`config.mk`:
```
export PLATFORM = sky130hd
export DESIGN_NAME = cga_fitness_scheduler
export DESIGN_NICKNAME = d
export VERILOG_FILES = /design/src/rtl/cga_pkg.sv /design/src/rtl/cga_timeout_counter.sv /design/src/rtl/cga_fitness_scheduler.sv
export SDC_FILE = /design/constraint.sdc
export NUM_CORES = 1
export LEC_CHECK = 0
export ABC_AREA = 0
export BUFFER_PORTS_ARGS = -buffer_cell sky130_fd_sc_hd__clkbuf_2
export CORE_ASPECT_RATIO = 0.7
export CORE_MARGIN = 2
export CORE_UTILIZATION = 56
export CTS_CLUSTER_SIZE = 20
export DETAILED_ROUTE_END_ITERATION = 8
export GPL_TIMING_DRIVEN = 0
export PLACE_DENSITY = 0.85
export SLEW_MARGIN = 10
export SYNTH_ARGS = -nofsm -noshare
export SYNTH_HDL_FRONTEND = slang
export SYNTH_SLANG_ARGS = --single-unit
```
`constraint.sdc`:
```
create_clock -name clk -period 3.9 [get_ports clk]
set_input_delay 0.39 -clock clk [delete_from_list [all_inputs] [get_ports clk]]
set_output_delay 0.39 -clock clk [all_outputs]
set_load 0.03 [all_outputs]
```
`src/rtl/cga_pkg.sv`:
```
// Shared definitions for the compact GA sequencers: FSM state encoding and
// default widths/limits used as parameter defaults.
package cga_pkg;

  typedef enum logic [1:0] {
    IDLE     = 2'd0,
    DISPATCH = 2'd1,
    WAIT     = 2'd2,
    RESPOND  = 2'd3
  } cga_state_e;

  localparam int unsigned CGA_IND_W     = 32;
  localparam int unsigned CGA_FIT_W     = 16;
  localparam int unsigned CGA_MAX_EVALS = 100000;
  localparam int unsigned CGA_TIMEOUT   = 1024;
  localparam int unsigned CGA_CNT_W     = 32;

endpackage

```
`src/rtl/cga_timeout_counter.sv`:
```
// Cycle counter for evaluator timeouts. clear restarts from zero, en advances
// it, and expire flags the terminal count TimeoutCycles-1. The count holds at
// the terminal value; callers qualify expire with their own wait state.
// rst is asynchronous and active-low.
module cga_timeout_counter
  import cga_pkg::*;
#(
  parameter int unsigned TimeoutCycles = CGA_TIMEOUT
)(
  input  logic clk,
  input  logic rst,
  input  logic clear,
  input  logic en,
  output logic expire
);

  localparam int unsigned CW = (TimeoutCycles > 1) ? $clog2(TimeoutCycles) : 1;
  localparam logic [CW-1:0] LAST = CW'(TimeoutCycles - 1);

  logic [CW-1:0] cnt;

  // Advance while enabled, restart on clear, stop at the terminal count
  always_ff @(posedge clk or negedge rst) begin
    if (!rst)                     cnt <= '0;
    else if (clear)               cnt <= '0;
    else if (en && (cnt != LAST)) cnt <= cnt + 1'b1;
  end

  assign expire = (cnt == LAST);

endmodule

```
`src/rtl/cga_fitness_scheduler.sv`:
```
// Fitness evaluation sequencer for the compact GA core. Detects the core's
// test request, latches the candidate, runs a start/done handshake with the
// external evaluator (with timeout), returns fitness and counts evaluations.
// rst is asynchronous and active-low.
// Optional build macro CGA_BEST_TRACK_EN adds best_individual/best_fitness.
module cga_fitness_scheduler
  import cga_pkg::*;
#(
  parameter int unsigned IndividualWidth = CGA_IND_W,
  parameter int unsigned FitnessWidth    = CGA_FIT_W,
  parameter int unsigned MaxEvaluations  = CGA_MAX_EVALS,
  parameter int unsigned TimeoutCycles   = CGA_TIMEOUT,
  parameter int unsigned CountWidth      = CGA_CNT_W
)(
  input  logic                       clk,
  input  logic                       rst,
  input  logic                       enable,
  input  logic [IndividualWidth-1:0] individual,
  input  logic                       test_individual,
  output logic                       fitness_end,
  output logic [FitnessWidth-1:0]    fitness,
  output logic                       eval_start,
  output logic [IndividualWidth-1:0] eval_individual,
  input  logic                       eval_done,
  input  logic [FitnessWidth-1:0]    eval_fitness,
  output logic [CountWidth-1:0]      eval_count,
  output logic                       run_done,
  output logic                       timeout_err
`ifdef CGA_BEST_TRACK_EN
  ,
  output logic [IndividualWidth-1:0] best_individual,
  output logic [FitnessWidth-1:0]    best_fitness
`endif
);

  cga_state_e state, state_nxt;

  logic                  ti_p0, ti_p1;
  logic                  req, pend, accept;
  logic                  cap_done, cap_to, respond;
  logic                  tmo_clear, tmo_en, tmo_expire;
  logic [CountWidth-1:0] count_inc;

  // Saturating increment: the evaluation counter sticks at all-ones
  function automatic logic [CountWidth-1:0] sat_inc(input logic [CountWidth-1:0] v);
    return (&v) ? v : v + 1'b1;
  endfunction

  assign count_inc = sat_inc(eval_count);

  // Register the request strobe and keep a delayed copy for edge detection
  always_ff @(posedge clk or negedge rst) begin
    if (!rst) begin
      ti_p0 <= 1'b0;
      ti_p1 <= 1'b0;
    end else begin
      ti_p0 <= test_individual;
      ti_p1 <= ti_p0;
    end
  end

  assign req = ti_p0 & ~ti_p1;

  // One-deep pending request; an edge arriving while one is already pending is
  // dropped, but an edge coinciding with acceptance of the pending one is kept
  always_ff @(posedge clk or negedge rst) begin
    if (!rst)        pend <= 1'b0;
    else if (accept) pend <= pend & req;
    else if (req)    pend <= 1'b1;
  end

  // FSM state register
  always_ff @(posedge clk or negedge rst) begin
    if (!rst) state <= IDLE;
    else      state <= state_nxt;
  end

  // Next-state logic and per-state strobes; eval_done outranks a same-cycle timeout
  always_comb begin
    state_nxt  = state;
    accept     = 1'b0;
    eval_start = 1'b0;
    tmo_clear  = 1'b0;
    tmo_en     = 1'b0;
    cap_done   = 1'b0;
    cap_to     = 1'b0;
    respond    = 1'b0;
    unique case (state)
      IDLE: begin
        if ((req || pend) && enable && !run_done) begin
          accept    = 1'b1;
          state_nxt = DISPATCH;
        end
      end
      DISPATCH: begin
        eval_start = 1'b1;
        tmo_clear  = 1'b1;
        state_nxt  = WAIT;
      end
      WAIT: begin
        tmo_en = 1'b1;
        if (eval_done) begin
          cap_done  = 1'b1;
          state_nxt = RESPOND;
        end else if (tmo_expire) begin
          cap_to    = 1'b1;
          state_nxt = RESPOND;
        end
      end
      RESPOND: begin
        respond   = 1'b1;
        state_nxt = IDLE;
      end
      default: state_nxt = IDLE;
    endcase
  end

  cga_timeout_counter #(
    .TimeoutCycles(TimeoutCycles)
  ) u_timeout (
    .clk   (clk),
    .rst   (rst),
    .clear (tmo_clear),
    .en    (tmo_en),
    .expire(tmo_expire)
  );

  // Latch the candidate on acceptance; capture the result or zero it on timeout
  always_ff @(posedge clk or negedge rst) begin
    if (!rst) begin
      eval_individual <= '0;
      fitness         <= '0;
    end else begin
      if (accept)      eval_individual <= individual;
      if (cap_done)    fitness         <= eval_fitness;
      else if (cap_to) fitness         <= '0;
    end
  end

  // Completion flag, evaluation counter, run limit and sticky timeout status
  always_ff @(posedge clk or negedge rst) begin
    if (!rst) begin
      fitness_end <= 1'b0;
      eval_count  <= '0;
      run_done    <= 1'b0;
      timeout_err <= 1'b0;
    end else begin
      if (accept)       fitness_end <= 1'b0;
      else if (respond) fitness_end <= 1'b1;
      if (respond) begin
        eval_count <= count_inc;
        if ((MaxEvaluations != 0) && (count_inc == CountWidth'(MaxEvaluations)))
          run_done <= 1'b1;
      end
      if (cap_to) timeout_err <= 1'b1;
    end
  end

`ifdef CGA_BEST_TRACK_EN
  logic timed_out;

  // Remember whether the evaluation in flight ended by timeout
  always_ff @(posedge clk or negedge rst) begin
    if (!rst)          timed_out <= 1'b0;
    else if (cap_done) timed_out <= 1'b0;
    else if (cap_to)   timed_out <= 1'b1;
  end

  // Keep the strictly-best completed candidate; timed-out results never count
  always_ff @(posedge clk or negedge rst) begin
    if (!rst) begin
      best_individual <= '0;
      best_fitness    <= '0;
    end else if (respond && !timed_out && (fitness > best_fitness)) begin
      best_individual <= eval_individual;
      best_fitness    <= fitness;
    end
  end
`endif

endmodule

```
==> reports/metrics.yaml <==
run_status:
  status: "finished clean"
cells_and_area:
  layout_commonest_cell: "clkbuf_2"
  seq_area_um2: 2452
  nNetsFinal: 668
  multi_input_area_um2: 2298
  fillers: 596
  fin_util_pct: 71.55
  drive_above_1_share_pct: 34.91
  num_antenna_cells: 0
  area_growth_pct: 23.99
  final_cell_mix: "clkbuf_2, dfrtp_1, nand2_1"
cts:
  clk_pin_slew_worst_paths_ns: 0.07
  clk_latency_ns: 0.35
  cts_hold_buf: 0
  cts_tree: "built"
  htreeDepth: 3
  post_cts_buffers: 0
  cts_resized: 0
  cts_buffers: 9
  cts.sinks: 98
  clockRootBuffer: "clkbuf_16"
  clockBufferDepth: 2
synth:
  synth.distinct_cells: 56
  yosys_register_bits: 98
  synthArstFlopShare_pct: 100.0
  synth_fa_ha_area_share_pct: 2.003
  synthMuxAreaShare_pct: 8.423
  synth.top_cell.area_share_pct: 50.33
  synth_top_cell_by_area: "dfrtp_1"
  seq_area_frac_synth_pct: 50.33
  synth_edf_count: 0
  synth-compound-area-share_pct: 6.471
  syn_nets: 521
  synth_area_per_cell_um2: 10.57
  synth-simple-area-share_pct: 23.27
  syn_inst: 461
  ys_warn_count: 0
  synth_area_um2: 4872
  synth_top_family_by_area: "simple AND/OR/NAND/NOR gates"
  synth_area_leaders: "dfrtp_1, mux2_2, nand2_1, xnor2_1, nand3_1"
  synth_ff_type: "dfrtp_1"
  synth_xor_area_share_pct: 7.011
drt:
  wire_per_inst_um: 16.96
  vias_per_cell: 5.670
  first_iter_violations: 276
  route.detailed.drc: 0
  dr.pass1.iters: 5
  final_antenna_net_count: 0
  routed_wl_mm: 12.43
  vias: 4156
job:
  max_cap_viol_count: 0
placed_design:
  hpwl_mm: 9.034
  portBuffers: 136
  place.gp.congestion: 0.9670
global_routing:
  gr-total-overflow: 0
  grt_max_degree: 99
  grt_pass1_wl_mm: 19.46
  grt_pass1_vias: 3984
  antenna_found_initial: 0
  track_usage_pct: 26.50
sta:
  fin_crit_sh_pct: 70.58
  clock.fmax_mhz: 363.3
  rsz0062_at_grt: "no"
  setup_viol: 0
  tns_ns: 0
  fin_crit_ns: 2.753
  skew_ns: 0.007473
  maxSlewViolCount: 0
  finalHoldViolCount: 0
  slew_headroom_pct: 49.13
  worst_slew_pin_slew_ns: 0.7439
setup_path:
  crit_path_end_kind: "flop"
  cp-start-kind: "flop"
  path_class: "flop to flop"
  rr_worst_depth: 9
  worstPathMaxFanout: 10
  cp_data_required_time_ns: 4.16
  crit_arrival_ns: 3.01
power_and_ir_drop:
  p_per_area_nw_per_um2: 688.4
  p_leak_nw: 3.007
  peakVddDrop_mv: 0.4757
floorplanning:
  core_um2: 8443
  die_width_um: 115.5
  pin_count: 137
  die_y_um: 82.04
  die-area_um2: 9474
  rows: 28
  start_util_pct: 57.71
min_path:
  hold_class: "primary input to async pin"
==> where the power goes <==
| group | total (mW) | internal [mW] | switching, mW |
|---|---|---|---|
| Clock | 0.964 | 0.580 | 0.384 |
| Sequential | 1.52 | 1.33 | 0.193 |
| Combinational | 1.68 | 0.550 | 1.13 |
| Total | 4.16 | 2.46 | 1.70 |
==> sequential cells by signal (all words and copies together) (netlist names) <==
name and count:
eval_individual 32, ti_p0 1, eval_count 32, state 2, ti_p1 1, fitness 16
pend 1, fitness_end 1, u_timeout.cnt 10, timeout_err 1, run_done 1
==> worst max-delay path: stages, from the launching register on <==
cell and delay [ns]:
dfrtp_1 0.48, ha_1 0.29, nand3_2 0.22, nor3_4 0.50
nand3_2 0.33, and2_1 0.26, clkbuf_1 0.16, buf_6 0.19
nand2_1 0.10, xnor2_1 0.14
==> synth_stat cells, types with 2 or more instances <==
cell type  instances
dfrtp_1           98
nand2_1           66
mux2_2            32
nand3_1           32
nor2_1            32
xnor2_1           22
xor2_1            17
nor3_1            13
o21ai_0           12
a21oi_1           10
nand4_1           10
and3_1             9
and4_1             8
inv_1              8
clkbuf_1           7
ha_1               7
and2_1             5
mux2i_1            5
o211ai_1           5
or3_1              5
buf_2              4
buf_4              4
nand3_2            4
a2111oi_0          2
a21boi_0           2
a31oi_1            2
a31oi_2            2
a41o_1             2
and3_2             2
nand3b_1           2
nand4_2            2
nor2b_1            2
nor3b_1            2
nor4_2             2
o21a_1             2
o21bai_1           2
==> path summary, 6_finish.rpt <==
kind                                        to            start  slack, ns
worst max-delay path            eval_count[17]    eval_count[0]       1.15
worst min-delay path             eval_count[4]              rst       0.11
worst max register to register  eval_count[17]    eval_count[0]       1.15
worst min register to register           ti_p1            ti_p0       0.42
max in group asynchronous       eval_count[24]              rst       3.26
min in group clk                         ti_p0  test_individual       0.15
==> area by class of cell <==
type,count,area share [%]
repair buffers,136,11.41
clock inverters,6,1.491
inverters,8,0.4971
plain buffers,17,1.512
clock buffers,10,3.956
flip-flops and latches,98,40.60
multi-input cells,338,38.05
well taps,120,2.486
==> cells by family (layout without fill, tap and decap cells) <==
logic type,count (synthesis),after routing
AO/OA/AOI/OAI,47,47
XOR/XNOR,39,39
adder cells (fa/ha/maj),8,8
buffers and inverters,25,177
flip-flops,98,98
multiplexers,37,37
AND/OR/NAND/NOR,207,207
==> metrics by stage <==
stage	total power, mW	setup WS, ns	cell area [um2]	hold WS [ns]	cells
finish	4.159	1.147	6041	0.1118	733
CTS	4.178	1.225	6041	0.1427	733
detailed placement	3.210	1.287	5712	0.3951	717
global route	4.377	0.9972	6041	0.1508	733
floorplan	2.675	1.532	4872	0.09441	461
global placement	3.127	1.288	5703	0.3874	717
==> routing by layer <==
| metal | vias to the layer above | part of all wire (%) | GRT usage [%] |
|---|---|---|---|
| li1 | 1923 | - | - |
| met1 | 2019 | 42 | 36.45 |
| met2 | 186 | 49 | 41.81 |
| met3 | 28 | 7.7 | 6.494 |
| met4 | 0 | 1.8 | 8.313 |
| met5 | - | 0 | 0 |
Note: power is estimated with default switching activity, not from simulation.
